### src/rtl/multicycle_control_fsm_pkg.sv
// Shared types and constants for the multicycle core control unit.
//   ctrl_state_t : controller phase encoding (FETCH .. HALT)
//   OP_*         : instr[15:12] opcode values
//   ALUOP_*      : alu_op codes handed to the ALU control decoder
package cpu_ctrl_pkg;

    typedef enum logic [2:0] {
        FETCH,
        DECODE,
        EXECUTE,
        MEM,
        WRITEBACK,
        HALT
    } ctrl_state_t;

    localparam logic [3:0] OP_LW   = 4'b0000;
    localparam logic [3:0] OP_SW   = 4'b0001;
    localparam logic [3:0] OP_ADD  = 4'b0010;
    localparam logic [3:0] OP_SUB  = 4'b0011;
    localparam logic [3:0] OP_NOT  = 4'b0100;
    localparam logic [3:0] OP_LSL  = 4'b0101;
    localparam logic [3:0] OP_LSR  = 4'b0110;
    localparam logic [3:0] OP_AND  = 4'b0111;
    localparam logic [3:0] OP_OR   = 4'b1000;
    localparam logic [3:0] OP_SLT  = 4'b1001;
    localparam logic [3:0] OP_BEQ  = 4'b1010;
    localparam logic [3:0] OP_BNQ  = 4'b1011;
    localparam logic [3:0] OP_JMP  = 4'b1100;
    localparam logic [3:0] OP_UND0 = 4'b1101;
    localparam logic [3:0] OP_UND1 = 4'b1110;
    localparam logic [3:0] OP_HALT = 4'b1111;

    localparam logic [1:0] ALUOP_ADDR = 2'b10;
    localparam logic [1:0] ALUOP_CMP  = 2'b01;
    localparam logic [1:0] ALUOP_FUNC = 2'b00;

    localparam logic [1:0] PCSRC_SEQ = 2'b00;
    localparam logic [1:0] PCSRC_BR  = 2'b01;
    localparam logic [1:0] PCSRC_JMP = 2'b10;

    localparam logic [1:0] SRCB_REG   = 2'b00;
    localparam logic [1:0] SRCB_ONE   = 2'b01;
    localparam logic [1:0] SRCB_IMM   = 2'b10;

endpackage

### src/rtl/multicycle_control_fsm.sv
// Multicycle main control unit for the 16-bit RISC core.
// Sequences FETCH/DECODE/EXECUTE/MEM/WRITEBACK and drives datapath enables.
// Ports:
//   clk, rst_n (sync, active-low)       clock / reset
//   instr[15:0], zero, mem_ready        IR contents, ALU zero flag, memory handshake
//   ir_write, pc_write, pc_src[1:0]     IR / PC load controls
//   alu_src_a, alu_src_b[1:0], alu_op   ALU operand and operation select
//   opcode[3:0]                         instr[15:12] for the ALU decoder (0 in FETCH/HALT)
//   mem_read, mem_write, iord           memory request and address select
//   reg_write, mem_to_reg               register file write controls
//   halted                              high in HALT
module multicycle_control_fsm
    import cpu_ctrl_pkg::*;
#(
    parameter int OPW    = 4,
    parameter int INSTRW = 16
) (
    input  logic              clk,
    input  logic              rst_n,
    input  logic [INSTRW-1:0] instr,
    input  logic              zero,
    input  logic              mem_ready,
    output logic              ir_write,
    output logic              pc_write,
    output logic [1:0]        pc_src,
    output logic              alu_src_a,
    output logic [1:0]        alu_src_b,
    output logic [1:0]        alu_op,
    output logic [OPW-1:0]    opcode,
    output logic              mem_read,
    output logic              mem_write,
    output logic              iord,
    output logic              reg_write,
    output logic              mem_to_reg,
    output logic              halted
);

    ctrl_state_t state_q, state_d;
    logic [OPW-1:0] op;
    logic           unused_instr_bits;

    assign op = instr[INSTRW-1 -: OPW];
    // Low instruction bits (immediates, register fields) feed the datapath directly.
    assign unused_instr_bits = ^instr[INSTRW-OPW-1:0];

    always_ff @(posedge clk) begin
        if (!rst_n) state_q <= FETCH;
        else        state_q <= state_d;
    end

    always_comb begin
        state_d    = state_q;
        ir_write   = 1'b0;
        pc_write   = 1'b0;
        pc_src     = PCSRC_SEQ;
        alu_src_a  = 1'b0;
        alu_src_b  = SRCB_REG;
        alu_op     = ALUOP_FUNC;
        opcode     = '0;
        mem_read   = 1'b0;
        mem_write  = 1'b0;
        iord       = 1'b0;
        reg_write  = 1'b0;
        mem_to_reg = 1'b0;
        halted     = 1'b0;

        // Reset masks every output so a pending memory write cannot issue.
        if (!rst_n) begin
            state_d = FETCH;
        end else begin
            case (state_q)
                FETCH: begin
                    mem_read  = 1'b1;
                    alu_src_b = SRCB_ONE;
                    alu_op    = ALUOP_ADDR;
                    if (mem_ready) begin
                        ir_write = 1'b1;
                        pc_write = 1'b1;
                        state_d  = DECODE;
                    end
                end
                DECODE: begin
                    opcode    = op;
                    alu_src_b = SRCB_IMM;
                    alu_op    = ALUOP_ADDR;
                    case (op)
                        OP_JMP: begin
                            pc_write = 1'b1;
                            pc_src   = PCSRC_JMP;
                            state_d  = FETCH;
                        end
                        OP_HALT:          state_d = HALT;
                        OP_UND0, OP_UND1: state_d = FETCH;
                        default:          state_d = EXECUTE;
                    endcase
                end
                EXECUTE: begin
                    opcode    = op;
                    alu_src_a = 1'b1;
                    if (op == OP_LW || op == OP_SW) begin
                        alu_src_b = SRCB_IMM;
                        alu_op    = ALUOP_ADDR;
                        state_d   = MEM;
                    end else if (op == OP_BEQ || op == OP_BNQ) begin
                        alu_op   = ALUOP_CMP;
                        pc_src   = PCSRC_BR;
                        pc_write = (op == OP_BEQ) ? zero : !zero;
                        state_d  = FETCH;
                    end else begin
                        state_d = WRITEBACK;
                    end
                end
                MEM: begin
                    opcode    = op;
                    iord      = 1'b1;
                    mem_read  = (op == OP_LW);
                    mem_write = (op != OP_LW);
                    if (mem_ready) state_d = (op == OP_LW) ? WRITEBACK : FETCH;
                end
                WRITEBACK: begin
                    opcode     = op;
                    reg_write  = 1'b1;
                    mem_to_reg = (op == OP_LW);
                    state_d    = FETCH;
                end
                HALT: begin
                    halted = 1'b1;
                end
                default: state_d = FETCH;
            endcase
        end
    end

endmodule

### config.mk
export PLATFORM = sky130hd
export DESIGN_NAME = multicycle_control_fsm
export DESIGN_NICKNAME = d
export VERILOG_FILES = /design/src/rtl/multicycle_control_fsm_pkg.sv /design/src/rtl/multicycle_control_fsm.sv
export SDC_FILE = /design/constraint.sdc
export NUM_CORES = 1
export LEC_CHECK = 0
export ABC_CLOCK_PERIOD_IN_PS = 2400
export CORE_MARGIN = 8
export CORE_UTILIZATION = 32
export CTS_CLUSTER_SIZE = 16
export DETAILED_ROUTE_END_ITERATION = 16
export MAX_ROUTING_LAYER = met4
export PLACE_DENSITY = 0.91
export SYNTH_ARGS = -nofsm -noshare
export SYNTH_HDL_FRONTEND = slang
export SYNTH_SLANG_ARGS = --single-unit
### constraint.sdc
create_clock -name clk -period 2.4 [get_ports clk]
set_clock_uncertainty 0.15 [all_clocks]
set_input_delay 0.36 -clock clk [delete_from_list [all_inputs] [get_ports clk]]
set_output_delay 0.36 -clock clk [all_outputs]
set_load 0.1 [all_outputs]
## Word level (Yosys, flattened, before mapping)

Index checks and enable logic that the tools add are counted.

- Equality and inequality tests: 14
- Multiplexer cells: 43
- Bitwise operators: 1
- Reduce and logical (&&, ||, !) cells: 10

Operators by type and width:

| operator | number |
|---|---|
| == test 4 bit, second input constant | 6 |
| two-way mux 1 bit | 23 |
| two-way mux 3 bit | 5 |
| one-hot mux 3 bit (5 select lines) | 1 |
| two-way mux 2 bit | 6 |
| two-way mux 4 bit | 2 |
| one-hot mux 2 bit (2 select lines) | 2 |
| == test 3 x 2 -> 1 bit, second input constant | 2 |
| == test 3 bit, second input constant | 2 |
| one-hot mux 2 bit (3 select lines) | 1 |
| one-hot mux 3 bit (2 select lines) | 1 |
| == test 4 x 1 -> 1 bit, second input constant | 1 |
| logical NOT 4 bit | 1 |
| inequality test 2 bit, second input constant | 2 |
| nonzero test 4 bit | 1 |
| OR reduction 4 bit | 1 |
| == test 3 x 1 -> 1 bit, second input constant | 1 |
| logical NOT 3 bit | 1 |
| one-hot mux 1 bit (3 select lines) | 1 |
| AND reduction 3 bit | 1 |
| OR reduction 3 bit | 1 |
| logical OR 1 bit | 2 |
| one-hot mux 1 bit (2 select lines) | 1 |
| OR reduction 2 bit | 1 |
| 2 further kinds | 2 |

- Register bits after elaboration: 3
- Bits of input ports: 20
- Output and inout bits: 19
- Word-level logic and storage cells: 69

## Logic depth before layout (Yosys ltp)

- Depth after elaboration: 6
- Depth in mapped cells: 5

## Least setup slack after synthesis

Ideal clock, no wire load.

- Path kind: flip-flop to output port
- From: register state_q[2]
- To: output mem_to_reg
- Arrival: 4,883 ps
- Required time: 1,890 ps
- Setup slack: -2,993 ps
- Stages on the path, launching flop included: 5
- Path through: dfxtp_1 > buf_2 > nand2_1 > nor3_1 > nor3b_1

- Cells in the longest elaborated chain, start to end: 3

RTL lines:

| what | RTL line | text |
|---|---|---|
| start: declaration | multicycle_control_fsm.sv:38 | `ctrl_state_t state_q, state_d;` |
| start signal: assignment | multicycle_control_fsm.sv:48 | `else state_q <= state_d;` |
| == test 3 bit | multicycle_control_fsm.sv:71 | `case (state_q)` |
| two-way mux 1 bit | multicycle_control_fsm.sv:71 |  |
| two-way mux 1 bit | multicycle_control_fsm.sv:68 | `if (!rst_n) begin` |
| end: declaration | multicycle_control_fsm.sv:34 | `output logic mem_to_reg,` |

Every way passes these cells.

## Worst setup path after layout

- From: input instr[12]
- To: output pc_write

- Cells in the longest elaborated chain, start to end: 6
- Elaborated cells on any way between the ends: 13
- Classes of those cells: 4 x eq/ne; 6 x mux; 3 x reduce/logical

RTL lines:

| what | RTL line | text |
|---|---|---|
| start: declaration | multicycle_control_fsm.sv:20 | `input logic [INSTRW-1:0] instr,` |
| == test 4 bit (on tied branches) | multicycle_control_fsm.sv:104, multicycle_control_fsm.sv:107 |  |
| two-way mux 1 bit / logical OR 1 bit (equally long branches) | multicycle_control_fsm.sv:107, multicycle_control_fsm.sv:104 |  |
| two-way mux 1 bit | multicycle_control_fsm.sv:104 | `end else if (op == OP_BEQ \|\| op == OP_BNQ) begin` |
| two-way mux 1 bit | multicycle_control_fsm.sv:100 | `if (op == OP_LW \|\| op == OP_SW) begin` |
| one-hot mux 1 bit (3 select lines) (*) | multicycle_control_fsm.sv:71 |  |
| two-way mux 1 bit (*) | multicycle_control_fsm.sv:68 |  |
| end: declaration | multicycle_control_fsm.sv:24 | `output logic pc_write,` |

Every way passes the cells marked *; elsewhere a longest branch is shown, timed or not.

==> flow_summary.html <==
<table>
<tr><th>Metric</th><th>Value</th></tr>
<tr><th colspan="2">Worst setup path</th></tr>
<tr><td>Critical Path RT</td><td>1890 ps</td></tr>
<tr><td>Category of cells accounting for the largest share of critical-path delay</td><td>buffers and inverters</td></tr>
<tr><td>CP bufs+invs</td><td>3</td></tr>
<tr><td>Worst Path Arrival</td><td>1820 ps</td></tr>
<tr><td>Element type at the critical path start</td><td>primary input</td></tr>
<tr><td>Ordered cell list for the critical path</td><td>clkdlybuf4s50_1, buf_4, nor4_1, o21ai_1, a21oi_4, buf_12</td></tr>
<tr><td>Worst Path Max Fanout</td><td>7</td></tr>
<tr><td>Type of the worst setup path</td><td>primary input to output pin</td></tr>
<tr><td>Worst stage delay on the critical path</td><td>440 ps</td></tr>
<tr><td>Kind of capture point of the worst setup path</td><td>output pin</td></tr>
<tr><td>Crit-path slowest cell</td><td>clkdlybuf4s50_1</td></tr>
<tr><th colspan="2">Synth</th></tr>
<tr><td>Share of the yosys chip area belonging to registers</td><td>0.140</td></tr>
<tr><td>Mapped Cells</td><td>74</td></tr>
<tr><td>Number of warning messages in the yosys log</td><td>0</td></tr>
<tr><td>Synth Register Bits</td><td>3</td></tr>
<tr><td>Net count after synthesis</td><td>94</td></tr>
<tr><td>Post-synthesis instance area</td><td>429 um2</td></tr>
<tr><td>Synth Area per Inst</td><td>5.80 um2</td></tr>
<tr><td>Distinct cell type count after synthesis</td><td>26</td></tr>
<tr><th colspan="2">Detailed routing</th></tr>
<tr><td>Number of detailed-routing iterations run before antenna repair</td><td>4</td></tr>
<tr><td>Number of DRC markers after the initial detailed-route iteration</td><td>50</td></tr>
<tr><td>Via count</td><td>779</td></tr>
<tr><td>Via density per instance</td><td>6.04</td></tr>
<tr><td>Post-DRT Antenna Nets</td><td>0</td></tr>
<tr><td>Drc violations</td><td>0</td></tr>
<tr><td>Routed wire length</td><td>2390 um</td></tr>
<tr><td>Wire length per cell after detailed routing</td><td>18.5 um</td></tr>
<tr><th colspan="2">Layout</th></tr>
<tr><td>Largest register FFs</td><td>3</td></tr>
<tr><td>Reg with most FFs</td><td>state_q</td></tr>
<tr><td>Commonest cells after routing, fill and taps aside</td><td>19 x buf_12, 15 x buf_4, 9 x nor2_1</td></tr>
<tr><td>Area Overhead vs Synth</td><td>169%</td></tr>
<tr><td>Fraction of layout instances using a drive strength above 1</td><td>0.509</td></tr>
<tr><td>Total Nets Final</td><td>135</td></tr>
<tr><td>Largest registers</td><td>state_q x3</td></tr>
<tr><td>Final instance count without filler cells</td><td>129</td></tr>
<tr><td>Most frequent standard cell in the layout excluding fill and tap cells</td><td>buf_12</td></tr>
<tr><td>Count of antenna diodes in the layout</td><td>0</td></tr>
<tr><th colspan="2">Global route</th></tr>
<tr><td>Antenna violations before repair</td><td>0</td></tr>
<tr><td>GRT met3 Usage</td><td>0.0540</td></tr>
<tr><td>Overall track demand over capacity in global routing</td><td>0.198</td></tr>
<tr><td>GR met2 Demand/Resource</td><td>0.287</td></tr>
<tr><td>Total congestion overflow after global routing</td><td>0</td></tr>
<tr><td>Global-route wire length before repair</td><td>4000 um</td></tr>
<tr><td>Largest net degree at the start of global routing</td><td>11</td></tr>
<tr><td>Number of global-route vias before repair</td><td>779</td></tr>
<tr><td>Global-route layer with the greatest usage</td><td>met2</td></tr>
<tr><td>Global-route met1 utilization</td><td>0.230</td></tr>
<tr><th colspan="2">Timing</th></tr>
<tr><td>Post-route setup slack</td><td>68.3 ps</td></tr>
<tr><td>Setup TNS</td><td>0 ps</td></tr>
<tr><td>Maximum achievable frequency</td><td>0.429 GHz</td></tr>
<tr><td>Worst slack on hold paths</td><td>563 ps</td></tr>
<tr><td>Count of pins over their slew limit</td><td>0</td></tr>
<tr><td>Shortest period the worst path allows</td><td>2330 ps</td></tr>
<tr><td>Slew of the pin with the lowest slew margin</td><td>370 ps</td></tr>
<tr><td>Slew headroom</td><td>0.753</td></tr>
<tr><td>Count of final hold-check violations</td><td>0</td></tr>
<tr><td>RSZ-0062 raised after global routing</td><td>false</td></tr>
<tr><td>Fraction of the cycle the final worst path needs</td><td>0.972</td></tr>
<tr><td>Count of final setup violators</td><td>0</td></tr>
<tr><th colspan="2">Floorplan</th></tr>
<tr><td>I/O pin cnt</td><td>39</td></tr>
<tr><td>Initial standard-cell utilization of the core</td><td>0.334</td></tr>
<tr><td>Core Box Area</td><td>1280 um2</td></tr>
<tr><td>Number of core rows</td><td>13</td></tr>
<tr><td>Area of the die</td><td>2770 um2</td></tr>
<tr><td>Horizontal extent of the die</td><td>52.6 um</td></tr>
<tr><td>DIE HEIGHT</td><td>52.6 um</td></tr>
<tr><th colspan="2">Run</th></tr>
<tr><td># Max-Cap Violations</td><td>0</td></tr>
<tr><th colspan="2">Placement</th></tr>
<tr><td>Placement-stage worst setup slack</td><td>-119 ps</td></tr>
<tr><td>Post-Place Cells</td><td>125</td></tr>
<tr><td>Number of buffer cells added on primary ports</td><td>26</td></tr>
<tr><td>HPWL Detailed</td><td>1790 um</td></tr>
<tr><td>Final weighted congestion in routability-driven placement</td><td>0.974</td></tr>
<tr><th colspan="2">Clock tree</th></tr>
<tr><td>Reg clk slew, reported paths</td><td>40 ps</td></tr>
<tr><td>CTS H-Tree Depth</td><td>1</td></tr>
<tr><td>Clock Tree Root</td><td>clkbuf_4</td></tr>
<tr><td>CTS max path bufs</td><td>2</td></tr>
<tr><td>Clk Latency, worst-skew pair</td><td>250 ps</td></tr>
<tr><td>Post-CTS Hold Fix Bufs</td><td>0</td></tr>
<tr><td>Clock tree from TritonCTS</td><td>built</td></tr>
<tr><td>Num Clock Sinks</td><td>3</td></tr>
<tr><td>Number of buffers added by the clock tree synthesis step</td><td>3</td></tr>
<tr><th colspan="2">Pwr</th></tr>
<tr><td>Leak</td><td>0.000461 uW</td></tr>
<tr><td>Power Density</td><td>469 nW/um2</td></tr>
<tr><td>Total power draw</td><td>542 uW</td></tr>
<tr><td>Maximum vdd drop</td><td>332 uV</td></tr>
<tr><th colspan="2">Outcome</th></tr>
<tr><td>Status</td><td>completed</td></tr>
<tr><th colspan="2">Worst hold path</th></tr>
<tr><td>Class of the tightest hold or removal check</td><td>register to register</td></tr>
</table>
==> worst reg2reg max path: stages, from the launching register on <==
cell	delay, ps
dfxtp_1	330
buf_4	190
or4_1	580
o21ai_1	160
nand4b_1	130
nand2_1	70
==> kinds of logic (layout without fill, tap and decap cells) <==
| kind of cell | count (synthesis) | count (layout) | synth area share |
|---|---|---|---|
| and+or+nand+nor | 44 | 44 | 0.522 |
| DFF | 3 | 3 | 0.140 |
| xor gates and xnor gates | 2 | 2 | 0.0408 |
| buffers and inverters | 10 | 50 | 0.0991 |
| AOI/OAI and AO/OA | 15 | 15 | 0.198 |
==> power by group <==
group / internal (uW) / leakage (uW) / switching (uW)
combinational: 133 / 0.000421 / 245
clock: 63.0 / 0.0000150 / 37.3
sequential: 55.0 / 0.0000250 / 8.67
total: 251 / 0.000461 / 291
==> synth_stat cells <==
cell,instances,area (um2)
nand2_1,6,22.5
nor3b_1,1,7.51
nor3_1,4,20.0
a21oi_1,6,30.0
inv_1,4,15.0
nand4b_1,1,8.76
dfxtp_1,3,60.1
a22oi_1,1,7.51
nand3b_1,1,7.51
o21a_1,1,7.51
inv_2,1,3.75
xnor2_1,2,17.5
clkbuf_1,1,3.75
nand2b_1,3,18.8
buf_2,4,20.0
nand3_1,1,5.00
or4_1,2,15.0
a31oi_1,1,6.26
o311ai_1,1,8.76
nor2_1,16,60.1
nor4_1,5,31.3
o21ai_1,2,10.0
o21ai_0,3,15.0
nor4b_1,1,8.76
or3_1,2,12.5
and3_1,1,6.26
==> layer usage <==
layer | vias up | share of wire
li1 | 341 | -
met1 | 355 | 0.39
met2 | 67 | 0.48
met3 | 16 | 0.084
met4 | 0 | 0.048
met5 | - | 0
==> repair_timing <==
| item | 4_1_cts | 5_1_grt |
|---|---|---|
| setup endpoints to repair | 4 | 4 |
| resized for setup | 2 | 3 |
| setup buffers | 0 | 0 |
| gates cloned | 0 | 0 |
==> worst paths after layout <==
path         depth (start not counted)        from  slack, ps         end
min                                  3  state_q[0]        560  state_q[2]
max                                  6   instr[12]         70    pc_write
min reg2reg                          3  state_q[0]        560  state_q[2]
max reg2reg                          5  state_q[0]        740  state_q[0]
==> area by class of cell <==
class / count / area [um2]
inverters: 5 / 18.8
fillers: 53 / 129
flip-flops and latches: 3 / 61.3
clock buffers: 4 / 26.3
repair buffers: 41 / 563
well taps: 15 / 18.8
multi-input cells: 61 / 468
==> per-stage QoR <==
stage | area (um2) | utilization
finish | 1160 | 0.900
detailed placement | 1120 | 0.874
global route | 1160 | 0.900
CTS | 1150 | 0.893
floorplan | 576 | -
global placement | 1120 | 0.874
Power figures use the tool's default switching activity.
